==> src/rtl/gcd_job_sequencer.sv <==
`default_nettype none
// ============================================================================
// Module   : gcd_job_sequencer
// Brief    : Queues operand pairs, feeds them to the GCD unit over its shared
//            load bus, and returns results on a valid/ready stream.
// Revision : 1.0 - initial release
// ============================================================================
module gcd_job_sequencer #(
    parameter int WIDTH   = 16,
    parameter int DEPTH   = 4,
    parameter int TIMEOUT = 1024
) (
    input  logic                     clk,
    input  logic                     rst,
    input  logic                     in_valid,
    output logic                     in_ready,
    input  logic [WIDTH-1:0]         in_a,
    input  logic [WIDTH-1:0]         in_b,
    output logic                     gcd_start,
    output logic [WIDTH-1:0]         gcd_data_in,
    input  logic                     gcd_done,
    input  logic [WIDTH-1:0]         gcd_result,
    output logic                     out_valid,
    input  logic                     out_ready,
    output logic [WIDTH-1:0]         out_data,
    output logic                     out_err,
    output logic                     busy,
    output logic [$clog2(DEPTH):0]   fifo_count
);

    localparam int                c_AW           = $clog2(DEPTH);
    localparam int                c_CW           = $clog2(TIMEOUT) + 1;
    localparam logic [c_CW-1:0]   c_TIMEOUT_LAST = c_CW'(TIMEOUT - 1);
    localparam logic [c_AW:0]     c_DEPTH        = (c_AW + 1)'(DEPTH);

    typedef enum logic [2:0] {
        S_IDLE   = 3'd0,
        S_LOAD_A = 3'd1,
        S_LOAD_B = 3'd2,
        S_WAIT   = 3'd3,
        S_HOLD   = 3'd4
    } state_t;

    state_t             r_state;
    state_t             w_next;

    logic [WIDTH-1:0]   r_mem_a [DEPTH];
    logic [WIDTH-1:0]   r_mem_b [DEPTH];
    logic [c_AW-1:0]    r_wr_ptr;
    logic [c_AW-1:0]    r_rd_ptr;
    logic [c_AW:0]      r_count;
    logic               w_push;
    logic               w_pop;
    logic [WIDTH-1:0]   w_head_a;
    logic [WIDTH-1:0]   w_head_b;

    logic [WIDTH-1:0]   r_bus;
    logic [c_CW-1:0]    r_wait_cnt;
    logic [WIDTH-1:0]   r_out_data;
    logic               r_out_err;

    logic               w_ld_bus;
    logic [WIDTH-1:0]   w_bus_val;
    logic               w_cnt_clr;
    logic               w_cnt_inc;
    logic               w_res_ld;
    logic [WIDTH-1:0]   w_res_val;
    logic               w_res_err;

    assign in_ready    = (r_count != c_DEPTH);
    assign w_push      = in_valid & in_ready;
    assign w_head_a    = r_mem_a[r_rd_ptr];
    assign w_head_b    = r_mem_b[r_rd_ptr];
    assign fifo_count  = r_count;

    assign gcd_start   = (r_state == S_LOAD_A);
    assign gcd_data_in = r_bus;
    assign out_valid   = (r_state == S_HOLD);
    assign out_data    = r_out_data;
    assign out_err     = r_out_err;
    assign busy        = (r_state != S_IDLE);

    // Storage needs no reset; occupancy is tracked by the pointers and count.
    always_ff @(posedge clk) begin
        if (w_push) begin
            r_mem_a[r_wr_ptr] <= in_a;
            r_mem_b[r_wr_ptr] <= in_b;
        end
    end

    always_ff @(posedge clk or posedge rst) begin
        if (rst) begin
            r_wr_ptr <= '0;
            r_rd_ptr <= '0;
            r_count  <= '0;
        end else begin
            if (w_push) r_wr_ptr <= r_wr_ptr + 1'b1;
            if (w_pop)  r_rd_ptr <= r_rd_ptr + 1'b1;
            case ({w_push, w_pop})
                2'b10:   r_count <= r_count + 1'b1;
                2'b01:   r_count <= r_count - 1'b1;
                default: r_count <= r_count;
            endcase
        end
    end

    always_ff @(posedge clk or posedge rst) begin
        if (rst) begin
            r_state <= S_IDLE;
        end else begin
            r_state <= w_next;
        end
    end

    always_comb begin
        w_next    = r_state;
        w_pop     = 1'b0;
        w_ld_bus  = 1'b0;
        w_bus_val = w_head_a;
        w_cnt_clr = 1'b0;
        w_cnt_inc = 1'b0;
        w_res_ld  = 1'b0;
        w_res_val = '0;
        w_res_err = 1'b0;
        case (r_state)
            S_IDLE: begin
                if (r_count != '0) begin
                    // gcd(0,x) = x and gcd(0,0) = 0, so OR gives the answer directly
                    if (w_head_a == '0 || w_head_b == '0) begin
                        w_pop     = 1'b1;
                        w_res_ld  = 1'b1;
                        w_res_val = w_head_a | w_head_b;
                        w_next    = S_HOLD;
                    end else begin
                        w_ld_bus  = 1'b1;
                        w_bus_val = w_head_a;
                        w_next    = S_LOAD_A;
                    end
                end
            end
            S_LOAD_A: begin
                w_ld_bus  = 1'b1;
                w_bus_val = w_head_b;
                w_next    = S_LOAD_B;
            end
            S_LOAD_B: begin
                w_pop     = 1'b1;
                w_cnt_clr = 1'b1;
                w_next    = S_WAIT;
            end
            S_WAIT: begin
                w_cnt_inc = 1'b1;
                // First WAIT cycle (count 0) masks a done left over from the previous job.
                if (r_wait_cnt != '0 && gcd_done) begin
                    w_res_ld  = 1'b1;
                    w_res_val = gcd_result;
                    w_next    = S_HOLD;
                end else if (r_wait_cnt == c_TIMEOUT_LAST) begin
                    w_res_ld  = 1'b1;
                    w_res_err = 1'b1;
                    w_next    = S_HOLD;
                end
            end
            S_HOLD: begin
                if (out_ready) w_next = S_IDLE;
            end
            default: w_next = S_IDLE;
        endcase
    end

    always_ff @(posedge clk or posedge rst) begin
        if (rst) begin
            r_bus      <= '0;
            r_wait_cnt <= '0;
            r_out_data <= '0;
            r_out_err  <= 1'b0;
        end else begin
            if (w_ld_bus) r_bus <= w_bus_val;
            if (w_cnt_clr) begin
                r_wait_cnt <= '0;
            end else if (w_cnt_inc) begin
                r_wait_cnt <= r_wait_cnt + 1'b1;
            end
            if (w_res_ld) begin
                r_out_data <= w_res_val;
                r_out_err  <= w_res_err;
            end
        end
    end

endmodule
`default_nettype wire

==> config.mk <==
export PLATFORM = sky130hd
export DESIGN_NAME = gcd_job_sequencer
export DESIGN_NICKNAME = d
export VERILOG_FILES = /design/src/rtl/gcd_job_sequencer.sv
export SDC_FILE = /design/constraint.sdc
export NUM_CORES = 1
export LEC_CHECK = 0
export CORE_UTILIZATION = 45
export CTS_BUF_LIST = sky130_fd_sc_hd__clkbuf_4 sky130_fd_sc_hd__clkbuf_8
export DETAILED_ROUTE_END_ITERATION = 10
export PLACE_DENSITY = 0.69
export SYNTH_ARGS = -nofsm -noshare
export SYNTH_HDL_FRONTEND = slang
export SYNTH_SLANG_ARGS = --single-unit
==> constraint.sdc <==
create_clock -name clk -period 3.05 [get_ports clk]
set_clock_uncertainty 0.1 [all_clocks]
set_input_delay 0.7625 -clock clk [delete_from_list [all_inputs] [get_ports clk]]
set_output_delay 0.7625 -clock clk [all_outputs]
set_load 0.01 [all_outputs]
# Yosys cells after proc, flatten, opt, wreduce, memory -nomap -nowiden

Memory sizes are Yosys's and may differ from the RTL's.
Cells that the tools add are included.
Widths: inputs -> output; s select.

Bits in registers: 54
Bits in latches: 0
Memories: 2
ROM bits: 0
Output and inout port bits: 40
Bits in writable memories: 128

Memories:

| name    | depth | bits a word | read ports | clocked after memory_dff | wr ports | line | RTL |
|---|---|---|---|---|---|---|---|
| r_mem_a | 4     | 16          | 1          | 0                        | 1        | 47   | `logic [WIDTH-1:0] r_mem_a [DEPTH];` |
| r_mem_b | 4     | 16          | 1          | 0                        | 1        | 48   | `logic [WIDTH-1:0] r_mem_b [DEPTH];` |

Shift-type cells: 0
Divide/modulo/power cells: 0
Multiplexer cells: 29
Multiply operators: 0
$lt $le $gt $ge: 0
$add $sub $neg: 5
Bitwise operators: 2
Reductions and logical operators: 11
Equality and inequality tests: 11

Operators with widths:

| cell                  | number |
|---|---|
| $mux 16               | 4 |
| $logic_not 16->1      | 2 |
| $pmux 16 s2           | 1 |
| $mux 11               | 2 |
| $or 16x16->16         | 1 |
| $mux 3                | 5 |
| $pmux 3 s5            | 1 |
| $mux 1                | 12 |
| $add 11x1->11 const B | 1 |
| $eq 11x10->1 const B  | 1 |
| $reduce_bool 11->1    | 1 |
| $eq 3x2->1 const B    | 2 |
| $ne 3x3->1 const B    | 2 |
| $pmux 1 s2            | 3 |
| $pmux 3 s2            | 1 |
| $reduce_bool 3->1     | 2 |
| $add 2x1->2 const B   | 2 |
| $reduce_bool 2->1     | 2 |
| $add 3x1->3 const B   | 1 |
| $eq 3x1->1 const B    | 1 |
| $eq 3x3->1 const B    | 1 |
| $logic_not 3->1       | 1 |
| $reduce_and 3->1      | 1 |
| $sub 3x1->3 const B   | 1 |
| other kinds (7)       | 7 |

# Depth between registers and ports, before layout

Gate-level depths: netlist of the first run.
An unclocked memory read counts as a cell.

Depth in word-level cells: 8
Depth in mapped cells: 13
Depth with buffers taken out: 11

# Least setup slack after synthesis of the first run

OpenSTA, ideal clock, no wires.

Path type: register to register
From: reg r_rd_ptr[1]
To: reg r_count[2], in the netlist fifo_count[2]
Data arrival time: 3.023 ns
Data required time: 2.871 ns
Stages on the path, launching flop included: 14
Setup slack: -0.153 ns
Buffers on the path: 2
Library setup time: 0.079 ns
Cell sequence: dfrtp_1 -> buf_2 -> clkbuf_1 -> mux4_2 -> nor4_2 -> and4_1 -> o21ai_1 -> o21ai_1 -> ha_1 -> inv_1 -> fa_1 -> xor2_1 -> nor2_1 -> xor2_1

Cells in the longest elaborated chain, start to end: 8
Elaborated cells on any way between the ends: 12
Classes of those cells: eq/ne (2); mux (4); reduce/logical (4); memory (2)

RTL lines:

| what                                                   | line | RTL |
|---|---|---|
| start, declared                                        | 50   | `logic [c_AW-1:0] r_rd_ptr;` |
| start signal, assigned                                 | 98   | `if (w_pop) r_rd_ptr <= r_rd_ptr + 1'b1;` |
| $mem_v2 4x16, on equally long branches                 | n/a  |  |
| $logic_not 16->1                                       | 129  | `if (w_head_a == '0 \|\| w_head_b == '0) begin` |
| $logic_or 1x1->1 *                                     | 129  |  |
| $mux 1 *                                               | 129  |  |
| $mux 1 *                                               | 127  | `if (r_count != '0) begin` |
| $pmux 1 s2 *                                           | 125  | `case (r_state)` |
| named net w_pop                                        | 53   | `logic w_pop;` |
| $eq 2x1->1 / $eq 2x2->1 (equally long branches)        | 99   | `case ({w_push, w_pop})` |
| $pmux 3 s2 / $reduce_bool 2->1 (equally long branches) | n/a  |  |
| end signal, assigned                                   | 100  | `2'b10: r_count <= r_count + 1'b1;` |
| end signal, assigned                                   | 101  | `2'b01: r_count <= r_count - 1'b1;` |
| end signal, assigned                                   | 102  | `default: r_count <= r_count;` |
| end, declared                                          | 51   | `logic [c_AW:0] r_count;` |

The timed path passes the listed nets; every way through them passes the cells marked *.
A chain may end at the register's enable or synchronous reset.

# Final worst setup path of the first run

From: reg r_rd_ptr[0]
To: reg r_count[2], in the netlist fifo_count[2]

The elaborated chain is that of the path after synthesis.

==> impl_metrics.ini, run 1 <==
[sta]
fin_crit_ps = 3220
rsz0062_at_grt = true
fin_ws_ps = -170.3
fmax_mhz = 310.5
drv_slew = 0
setup_violations = 2
worst_pin_slew_ps = 860.6
slew_headroom_pct = 42.44
finalHoldViolCount = 0
finalCritPeriodShare_pct = 105.6

[clock_tree]
clkLatencyLatePin_ps = 470
cts_made_buffers = 17
htreeDepth = 4
cts_buffer_depth = 2
root_buffer = clkbuf_8
cts_tree = yes
clk_pin_slew_ps = 100
clock-sinks = 182

[yosys]
ys.flop_type = edfxtp_1
yosys_warnings = 0
syn-num-nets = 556
synth.distinct_cells = 52
async_flop_share_pct = 29.67
synth_top_area_share_pct = 49.42
postSynthAreaPerCell_um2 = 15.71
yosys.area.top_type = edfxtp_1
ys_top_cells_by_area = edfxtp_1 49%, dfrtp_1 17%, mux4_2 9.3%
yosysSeqAreaShare_pct = 66.80
ys_ff_latch = 182
synth-edff-count = 128
synth_common_cells = 128 x edfxtp_1, 54 x dfrtp_1, 51 x nand2_1
syn-instance-count = 495
yosys.cell_count.top_type = edfxtp_1
syn_area_mm2 = 0.007777

[detailed_routing]
ant_nets = 0
via_count = 5192
wl_met1_um = 8301
wl_per_cell_um = 22.31
first_pass_iters = 4
routed.top_layer = met4
wl_um = 19970
route.met2.wl_um = 9563
dr_wl_met3_um = 1483
drc_errors = 0
vias_per_cell = 5.801
drtIter0Drc = 414

[cells_and_area]
layout.cells.non_filler = 895
antenna_cells = 0
multi_input_area_mm2 = 0.002454
post-route-util_pct = 60.02
fin_nets = 723
layout-drive-gt1-share_pct = 25.04
seqCellArea_mm2 = 0.005197
area_delta_synth_final_pct = 28.88
fillers = 1255

[grt]
antenna_found_initial = 0
grt_pass1_vias = 5369
grt_start_max_net_pins = 33
track_usage_pct = 23.62
grt_overflow = 0
grt_pass1_wl_um = 30640

[power_and_ir_drop]
switching_share_pct = 34.71
ir_worst_vdd_uv = 441.7
power_uw = 9689
intPower_uw = 6326
p_leak_uw = 0.003657
clockPowerShare_pct = 18.4
power.switching_uw = 3363
seqPwrFrac_pct = 38.2
power.density_mw_per_mm2 = 966.6
pwr-share-comb_pct = 43.3

[place]
dp.cells = 852
io_buffers = 92
dpl_worst_slack_ps = -246.4
place_hpwl_um = 13710
gp_congestion = 0.8254

[setup_path]
arrival_ps = 3520
critPathKind = flip-flop to flip-flop
crit_slowest_cell = mux4_2
start_kind = flip-flop
slowest_delay_ps = 540
worst-endpoint-required_ps = 3350
cp_cell_sequence = clkbuf_16, buf_4, mux4_2, nor4_4, and4_4, o21ai_2, o21ai_2, ha_2, inv_2, fa_2, xor2_1, nor2_1, xor2_1
cp_top_family = simple AND/OR/NAND/NOR gates
cp-end-kind = flip-flop
crit_fanout = 5
path_buf_inv = 3

[run]
cap_violations = 0

[floorplan]
die_w_um = 133.5
die_h_um = 133.5
fp-row-count = 47
die-area_mm2 = 0.01781
initial_core_util_pct = 46.57
core_mm2 = 0.01670
ioPinCount = 93

[run_status]
status = finished, violations left
failed_checks = negative setup slack

[min_path]
hold_class = flip-flop to flip-flop
## path summary, 6_finish.rpt
check,from,end,slack [ps],cells after the start
setup / recovery,r_rd_ptr[0]$_DFFE_PP0P_,fifo_count[2]$_DFFE_PP0P_,-170,13
hold / removal,fifo_count[2]$_DFFE_PP0P_,fifo_count[2]$_DFFE_PP0P_,420,1
setup reg to reg,r_rd_ptr[0]$_DFFE_PP0P_,fifo_count[2]$_DFFE_PP0P_,-170,13
hold reg to reg,fifo_count[2]$_DFFE_PP0P_,fifo_count[2]$_DFFE_PP0P_,420,1
max in group asynchronous,rst,gcd_data_in[4]$_DFFE_PP0P_,1700,3
min in group asynchronous,rst,fifo_count[0]$_DFFE_PP0P_,580,2
## final cells by class
class | count | area share [%]
clock buffers | 18 | 2.409
repair buffers | 171 | 15.98
inverters | 15 | 0.5617
well taps | 220 | 2.746
multi-input cells | 275 | 24.48
clock inverters | 14 | 1.972
flip-flops and latches | 182 | 51.85
## placed cells by master (no fill, tap or decap), types with 4 or more instances in the layout
| master | count |
|---|---|
| a211oi_1 | 16 |
| a22oi_1 | 16 |
| and3_1 | 5 |
| buf_12 | 5 |
| buf_4 | 71 |
| bufinv_16 | 4 |
| clkbuf_8 | 17 |
| clkdlybuf4s50_1 | 92 |
| dfrtp_1 | 52 |
| edfxtp_1 | 128 |
| ha_1 | 6 |
| inv_1 | 11 |
| inv_2 | 4 |
| mux2i_1 | 20 |
| mux4_2 | 32 |
| nand2_1 | 51 |
| nand3_1 | 6 |
| nand4_1 | 17 |
| nor2_1 | 19 |
| nor3_1 | 5 |
| nor4_4 | 7 |
| o211ai_1 | 18 |
| o21ai_1 | 10 |
## power by group through the flow
stage | Combinational, uW | Sequential, uW | Clock, uW
4_1_cts | 4180 | 3690 | 1810
5_1_grt | 4490 | 3760 | 1900
6_report | 4200 | 3700 | 1790
3_3_place_gp | 3950 | 3720 | 0
3_5_place_dp | 4030 | 3730 | 0
2_1_floorplan | 2200 | 3720 | 0
## cell families (layout without fill, tap and decap cells)
group	after synthesis	after routing	synth area share, %
DFF	182	182	66.80
and+or+nand+nor	131	131	9.862
AOI/OAI and AO/OA	80	80	7.256
muxes	52	52	11.84
buffers and inverters	38	218	2.413
adders and majority gates	8	8	1.383
xor gates and xnor gates	4	4	0.4505
## registers in the layout (all words and copies together) (netlist names)
| signal | count |
|---|---|
| r_wr_ptr | 2 |
| r_rd_ptr | 2 |
| out_err | 1 |
| gcd_data_in | 16 |
| r_wait_cnt | 11 |
| r_mem_b | 64 |
| r_state | 3 |
| fifo_count | 3 |
| out_data | 16 |
| r_mem_a | 64 |
## layer usage
layer / track usage, % / vias to the layer above
met5: 0 / -
met4: 11.43 / 0
met2: 37.04 / 233
li1: - / 2285
met3: 5.175 / 50
met1: 31.39 / 2624
## stage by stage
stage | area [um2] | hold WS (ps) | TNS [ps]
after floorplan | 7830 | 376.7 | -70.67
after global routing | 10020 | 446.6 | -429.3
final | 10020 | 420.5 | -226.9
after CTS | 9991 | 427.7 | -237.7
after global placement | 9440 | 398.8 | -237.7
after detailed placement | 9440 | 414.9 | -364.0
## repair_timing
item / in CTS / in global routing
hold buffers: 0 / 0
resized for setup: 4 / 2
setup endpoints to repair: 3 / 2
cloned: 0 / 1
pin swaps: 3 / 5
buffers inserted: 10 / 0
No activity file was read; power rests on OpenSTA's default activity.
==> run 2: changes to the inputs <==
--- a/config.mk
+++ b/config.mk
@@ -5,10 +5,12 @@
 export SDC_FILE = /design/constraint.sdc
 export NUM_CORES = 1
 export LEC_CHECK = 0
+export CORE_MARGIN = 3
 export CORE_UTILIZATION = 45
 export CTS_BUF_LIST = sky130_fd_sc_hd__clkbuf_4 sky130_fd_sc_hd__clkbuf_8
 export DETAILED_ROUTE_END_ITERATION = 10
 export PLACE_DENSITY = 0.69
+export SKIP_LAST_GASP = 1
 export SYNTH_ARGS = -nofsm -noshare
 export SYNTH_HDL_FRONTEND = slang
 export SYNTH_SLANG_ARGS = --single-unit
==> impl_metrics.ini, run 2 (same netlist as run 1, synthesis figures left out) <==
[floorplan]
core_mm2 = 0.01676
initial_core_util_pct = 46.41
fp-row-count = 47
ioPinCount = 93
die_h_um = 137.5
die_w_um = 137.5
die-area_mm2 = 0.01890

[min_path]
hold_class = flip-flop to flip-flop

[detailed_routing]
via_count = 5270
drtIter0Drc = 532
drc_errors = 0
ant_nets = 0
vias_per_cell = 5.862
first_pass_iters = 5
wl_per_cell_um = 22.70
wl_um = 20410

[clock_tree]
htreeDepth = 4
cts_buffer_depth = 2
clkLatencyLatePin_ps = 460
cts_tree = yes
root_buffer = clkbuf_8
cts_made_buffers = 17
clk_pin_slew_ps = 100
clock-sinks = 182

[place]
postPlaceCellArea_mm2 = 0.009410
io_buffers = 92
gp_congestion = 0.8775
place_hpwl_um = 13610

[grt]
grt_start_max_net_pins = 36
grt_overflow = 0
track_usage_pct = 22.70
grt_pass1_wl_um = 31220
grt_pass1_vias = 5265
antenna_found_initial = 0

[setup_path]
crit_slowest_cell = mux4_2
worst-endpoint-required_ps = 3340
cp_cell_sequence = buf_12, buf_16, buf_12, mux4_2, nor4_4, and4_4, o21ai_2, o21ai_1, ha_2, inv_2, fa_2, xor2_1, nor2_1, xor2_1
arrival_ps = 3530
path_buf_inv = 4
start_kind = flip-flop
crit_fanout = 4
crit_cells = 14
crit_start = r_rd_ptr[0]$_DFFE_PP0P_
slowest_delay_ps = 470
critPathKind = flip-flop to flip-flop
cp_top_family = simple AND/OR/NAND/NOR gates
reg2reg_depth = 14
cp-endpoint = fifo_count[2]$_DFFE_PP0P_
cp-end-kind = flip-flop
worstReg2RegStart = r_rd_ptr[0]$_DFFE_PP0P_
timing.rr.end = fifo_count[2]$_DFFE_PP0P_
r2r_slack_ps = -190

[run_status]
failed_checks = negative setup slack
status = finished, violations left

[sta]
slew_headroom_pct = 46.92
fmax_mhz = 308.5
fin_ws_ps = -191.1
fin_crit_ps = 3241
drv_slew = 0
final.setup.tns_ps = -308.7
worst_pin_slew_ps = 785.1
finalHoldViolCount = 0
rsz0062_at_grt = true
setup_violations = 3
finalCritPeriodShare_pct = 106.3

[cells_and_area]
layout-drive-gt1-share_pct = 24.89
mostFrequentLayoutCells = 128 x edfxtp_1, 92 x clkdlybuf4s50_1, 75 x buf_4, 53 x dfrtp_1, 51 x nand2_1
antenna_cells = 0
seqCellArea_mm2 = 0.005196
area_delta_synth_final_pct = 29.49
final_common_cell = edfxtp_1
fin_area_mm2 = 0.01007
multi_input_area_mm2 = 0.002452
fillers = 1281
fin_nets = 727
largestRegisters = r_mem_a x64, r_mem_b x64

[run]
cap_violations = 0

[power_and_ir_drop]
power_uw = 9843
p_leak_uw = 0.003692
ir_worst_vdd_uv = 376.5
power.density_mw_per_mm2 = 977.4
## run 2: final cells by class
type                       instances  share of cell area, %
timing repair buffer             175                  16.47
multi-input combinational        275                  24.35
sequential                       182                  51.60
clock inverter                    15                  1.963
tap                              220                  2.733
clock buffer                      17                  2.323
inverter                          15                 0.5591
## run 2: worst min path at each step
| stage | from | end | slack, ps | cells past startpoint |
|---|---|---|---|---|
| after floorplan | r_wait_cnt[10]$_DFFE_PP0P_ | r_wait_cnt[10]$_DFFE_PP0P_ | 380 | 2 |
| after global placement | fifo_count[0]$_DFFE_PP0P_ | fifo_count[0]$_DFFE_PP0P_ | 400 | 1 |
| after detailed placement | r_wait_cnt[10]$_DFFE_PP0P_ | r_wait_cnt[10]$_DFFE_PP0P_ | 410 | 2 |
| after CTS | fifo_count[0]$_DFFE_PP0P_ | fifo_count[0]$_DFFE_PP0P_ | 430 | 1 |
| after global routing | fifo_count[2]$_DFFE_PP0P_ | fifo_count[2]$_DFFE_PP0P_ | 460 | 1 |
| final | fifo_count[0]$_DFFE_PP0P_ | fifo_count[0]$_DFFE_PP0P_ | 420 | 1 |
## run 2: through the flow
stage | hold WS, ps | setup WS (ps) | util [%] | instances
2_1_floorplan | 376.7 | -70.67 | - | 495
3_3_place_gp | 399.6 | -134.9 | 56.15 | 848
3_5_place_dp | 409.1 | -186.0 | 56.15 | 848
4_1_cts | 430.8 | -167.2 | 59.68 | 895
5_1_grt | 463.4 | -358.9 | 60.09 | 899
6_report | 421.7 | -191.1 | 60.09 | 899
## run 2: layer usage
layer,global-route usage (%),up-vias,routed length (um)
met3,4.858,25,1734
met4,5.488,0,240
met1,31.98,2676,8371
li1,-,2286,-
met2,36.44,283,10060
met5,0,-,0
## run 2: worst register-to-register path, stage by stage (launching register included)
cell and delay, ps:
dfrtp_2 450, buf_12 150, buf_16 140, buf_12 120
mux4_2 470, nor4_4 340, and4_4 280, o21ai_2 70
o21ai_1 90, ha_2 200, inv_2 40, fa_2 320
xor2_1 140, nor2_1 100, xor2_1 160
## run 2: repair_timing
item                                    CTS  global route
hold buffers                              0             0
gates cloned                              1             0
endpoints found under the hold margin     0             0
endpoints found under the setup margin    3             3
gates resized for setup                   4             3
pin swaps                                 5             1
setup buffers                            14             4
## run 2: report_power, final
group	leakage, uW	internal (uW)	switching (uW)	total (uW)
Sequential	0.00185	3340	354	3690
Combinational	0.00163	2170	2210	4380
Clock	0.000217	898	873	1770
Total	0.00369	6410	3440	9840
==> run 3: changes to the inputs <==
--- a/config.mk
+++ b/config.mk
@@ -5,11 +5,14 @@
 export SDC_FILE = /design/constraint.sdc
 export NUM_CORES = 1
 export LEC_CHECK = 0
+export ABC_AREA = 1
+export CELL_PAD_IN_SITES_DETAIL_PLACEMENT = 0
+export CELL_PAD_IN_SITES_GLOBAL_PLACEMENT = 1
 export CORE_MARGIN = 3
-export CORE_UTILIZATION = 45
+export CORE_UTILIZATION = 41
 export CTS_BUF_LIST = sky130_fd_sc_hd__clkbuf_4 sky130_fd_sc_hd__clkbuf_8
 export DETAILED_ROUTE_END_ITERATION = 10
-export PLACE_DENSITY = 0.69
+export PLACE_DENSITY_LB_ADDON = 0.1
 export SKIP_LAST_GASP = 1
 export SYNTH_ARGS = -nofsm -noshare
 export SYNTH_HDL_FRONTEND = slang
==> impl_metrics.ini, run 3 <==
[run_status]
status = finished, final reports clean

[setup_path]
cp_top_family = simple AND/OR/NAND/NOR gates
cp_cell_sequence = buf_4, buf_12, nand2_1, nand3_1, nand2_2, nand4_1, nor2_1, nand2_1, nand2_4, nand3_4, nand2_2, ha_1, inv_1, fa_1, a21oi_1, o21ai_0, xnor2_1
critPathKind = flip-flop to flip-flop
crit_start = r_rd_ptr[0]$_DFFE_PP0P_
slowest_delay_ps = 470
reg2reg_depth = 17
path_buf_inv = 3
arrival_ps = 3150
worstReg2RegStart = r_rd_ptr[0]$_DFFE_PP0P_
cp-end-kind = flip-flop
crit_fanout = 22
worst-endpoint-required_ps = 3290
crit_slowest_cell = dfrtp_2
start_kind = flip-flop
crit_cells = 17

[grt]
grt_start_max_net_pins = 37
grt_overflow = 0
grt_pass1_vias = 6038
antenna_found_initial = 0
grt_pass1_wl_um = 32440
track_usage_pct = 19.63

[power_and_ir_drop]
seqPwrFrac_pct = 36.9
switching_share_pct = 39.63
clockPowerShare_pct = 18.7
power_uw = 9831
p_leak_uw = 0.004022
ir_worst_vdd_uv = 459.7
power.density_mw_per_mm2 = 991.5
intPower_uw = 5935
power.switching_uw = 3896
pwr-share-comb_pct = 44.4

[yosys]
yosys.area.top_type = edfxtp_1
synth.distinct_cells = 28
ys.flop_type = edfxtp_1
syn-instance-count = 778
syn_area_mm2 = 0.007938
syn-num-nets = 839
synth_top_area_share_pct = 48.42
ys_top_cells_by_area = edfxtp_1 48%, dfrtp_1 17%, nand2_1 13%
async_flop_share_pct = 29.67
yosys.cell_count.top_type = nand2_1
synth-edff-count = 128
postSynthAreaPerCell_um2 = 10.20
synth_common_cells = 270 x nand2_1, 138 x nand3_1, 128 x edfxtp_1
yosys_warnings = 0
ys_ff_latch = 182
yosysSeqAreaShare_pct = 65.45

[cells_and_area]
area_delta_synth_final_pct = 24.92
fin_nets = 955
layout-drive-gt1-share_pct = 10.58
fin_area_mm2 = 0.009916
multi_input_area_mm2 = 0.002419
antenna_cells = 0
mostFrequentLayoutCells = 262 x nand2_1, 137 x nand3_1, 128 x edfxtp_1, 92 x clkdlybuf4s50_1, 53 x dfrtp_1
layout.cells.non_filler = 1167
fillers = 1724
final_common_cell = nand2_1
largestRegisters = r_mem_a x64, r_mem_b x64
seqCellArea_mm2 = 0.005196

[clock_tree]
cts_tree = yes
cts_made_buffers = 17
clock-sinks = 182
root_buffer = clkbuf_8
cts_buffer_depth = 2
clkLatencyLatePin_ps = 460
clk_pin_slew_ps = 100
htreeDepth = 4

[place]
dp.cells = 1129
postPlaceCellArea_mm2 = 0.009393
io_buffers = 92
gp_congestion = 0.8073
place_hpwl_um = 14130

[min_path]
min-delay-start = r_wait_cnt[7]$_DFFE_PP0P_
hold_class = flip-flop to flip-flop
whs_path_depth = 1

[sta]
drv_slew = 0
final.setup.tns_ps = 0
fin_hold_ws_ps = 374.7
slew_headroom_pct = 56.48
finalHoldViolCount = 0
fmax_mhz = 344.4
setup_violations = 0
worst_pin_slew_ps = 651.8
fin_crit_ps = 2903
rsz0062_at_grt = true
finalCritPeriodShare_pct = 95.19

[detailed_routing]
drtIter0Drc = 404
ant_nets = 0
drc_errors = 0
vias_per_cell = 5.140
wl_per_cell_um = 17.73
first_pass_iters = 4
wl_um = 20690
via_count = 5998

[run]
cap_violations = 0

[floorplan]
core_mm2 = 0.01889
die_w_um = 145.1
die-area_mm2 = 0.02107
ioPinCount = 93
initial_core_util_pct = 42.01
fp-row-count = 50
die_h_um = 145.1
run 3: changes by cell type after synthesis, moves of 20 or more:
cell and delta:
nand2_1 +219, nand3_1 +132, mux4_2 -32, inv_1 +29
o21ai_0 +26, mux2i_1 -20
run 3: layout make-up:
| cell class | instances | area share [%] |
|---|---|---|
| sequential | 182 | 52.40 |
| multi-input combinational | 515 | 24.39 |
| timing repair buffer | 131 | 13.63 |
| tap | 260 | 3.281 |
| clock buffer | 17 | 2.360 |
| clock inverter | 15 | 2.158 |
| inverter | 47 | 1.779 |
run 3: worst paths after layout:
check	endpoint	slack, ps
max reg2reg	fifo_count[2]$_DFFE_PP0P_	150
max in group asynchronous	out_data[1]$_DFFE_PP0P_	1650
min in group asynchronous	gcd_data_in[1]$_DFFE_PP0P_	610
max	fifo_count[2]$_DFFE_PP0P_	150
min	r_wait_cnt[7]$_DFFE_PP0P_	370
min reg2reg	r_wait_cnt[7]$_DFFE_PP0P_	370
run 3: through the flow:
| stage | utilization (%) | setup slack (ps) |
|---|---|---|
| 2_1_floorplan | - | 227.9 |
| 3_3_place_gp | 49.72 | 24.26 |
| 3_5_place_dp | 49.72 | 0.2134 |
| 4_1_cts | 52.21 | 65.23 |
| 5_1_grt | 52.48 | -48.45 |
| 6_report | 52.48 | 146.7 |
run 3: power by group through the flow:
| stage | clock network, uW | logic [uW] | registers [uW] |
|---|---|---|---|
| floorplan | 0 | 2370 | 3720 |
| global placement | 0 | 4230 | 3670 |
| detailed placement | 0 | 4280 | 3690 |
| CTS | 1890 | 4330 | 3630 |
| global route | 1980 | 4850 | 3690 |
| finish | 1840 | 4370 | 3630 |
run 3: kinds of logic (layout without fill, tap and decap cells):
logic type,Yosys count,in the layout,synth area share (%)
AOI/OAI and AO/OA,40,40,2.585
buffers and inverters,81,210,4.666
and+or+nand+nor,462,462,25.39
adders and majority gates,8,8,1.356
DFF,182,182,65.45
xor gates and xnor gates,5,5,0.5518
run 3: what timing repair did:
action / in CTS / in global routing
setup endpoints to repair: 1 / 3
setup buffers: 3 / 3
pin swaps: 0 / 1
hold buffers: 0 / 0
endpoints found under the hold margin: 0 / 0
resized for setup: 0 / 11
run 3: routing by layer:
layer	vias up	track usage [%]	wire [um]
li1	2886	-	-
met1	2879	26.35	9227
met2	195	31.46	9815
met3	38	3.498	1030
met4	0	8.689	613
met5	-	0	0
run 3: worst register-to-register path, cell delays in order (launching register included):
cell     delay (ps)
dfrtp_2         470
buf_4           170
buf_12          150
nand2_1          60
nand3_1          90
nand2_2         140
nand4_1         150
nor2_1          120
nand2_1         120
nand2_4         100
nand3_4          60
nand2_2          90
ha_1            140
inv_1            70
fa_1            370
a21oi_1         140
o21ai_0         120
xnor2_1         140
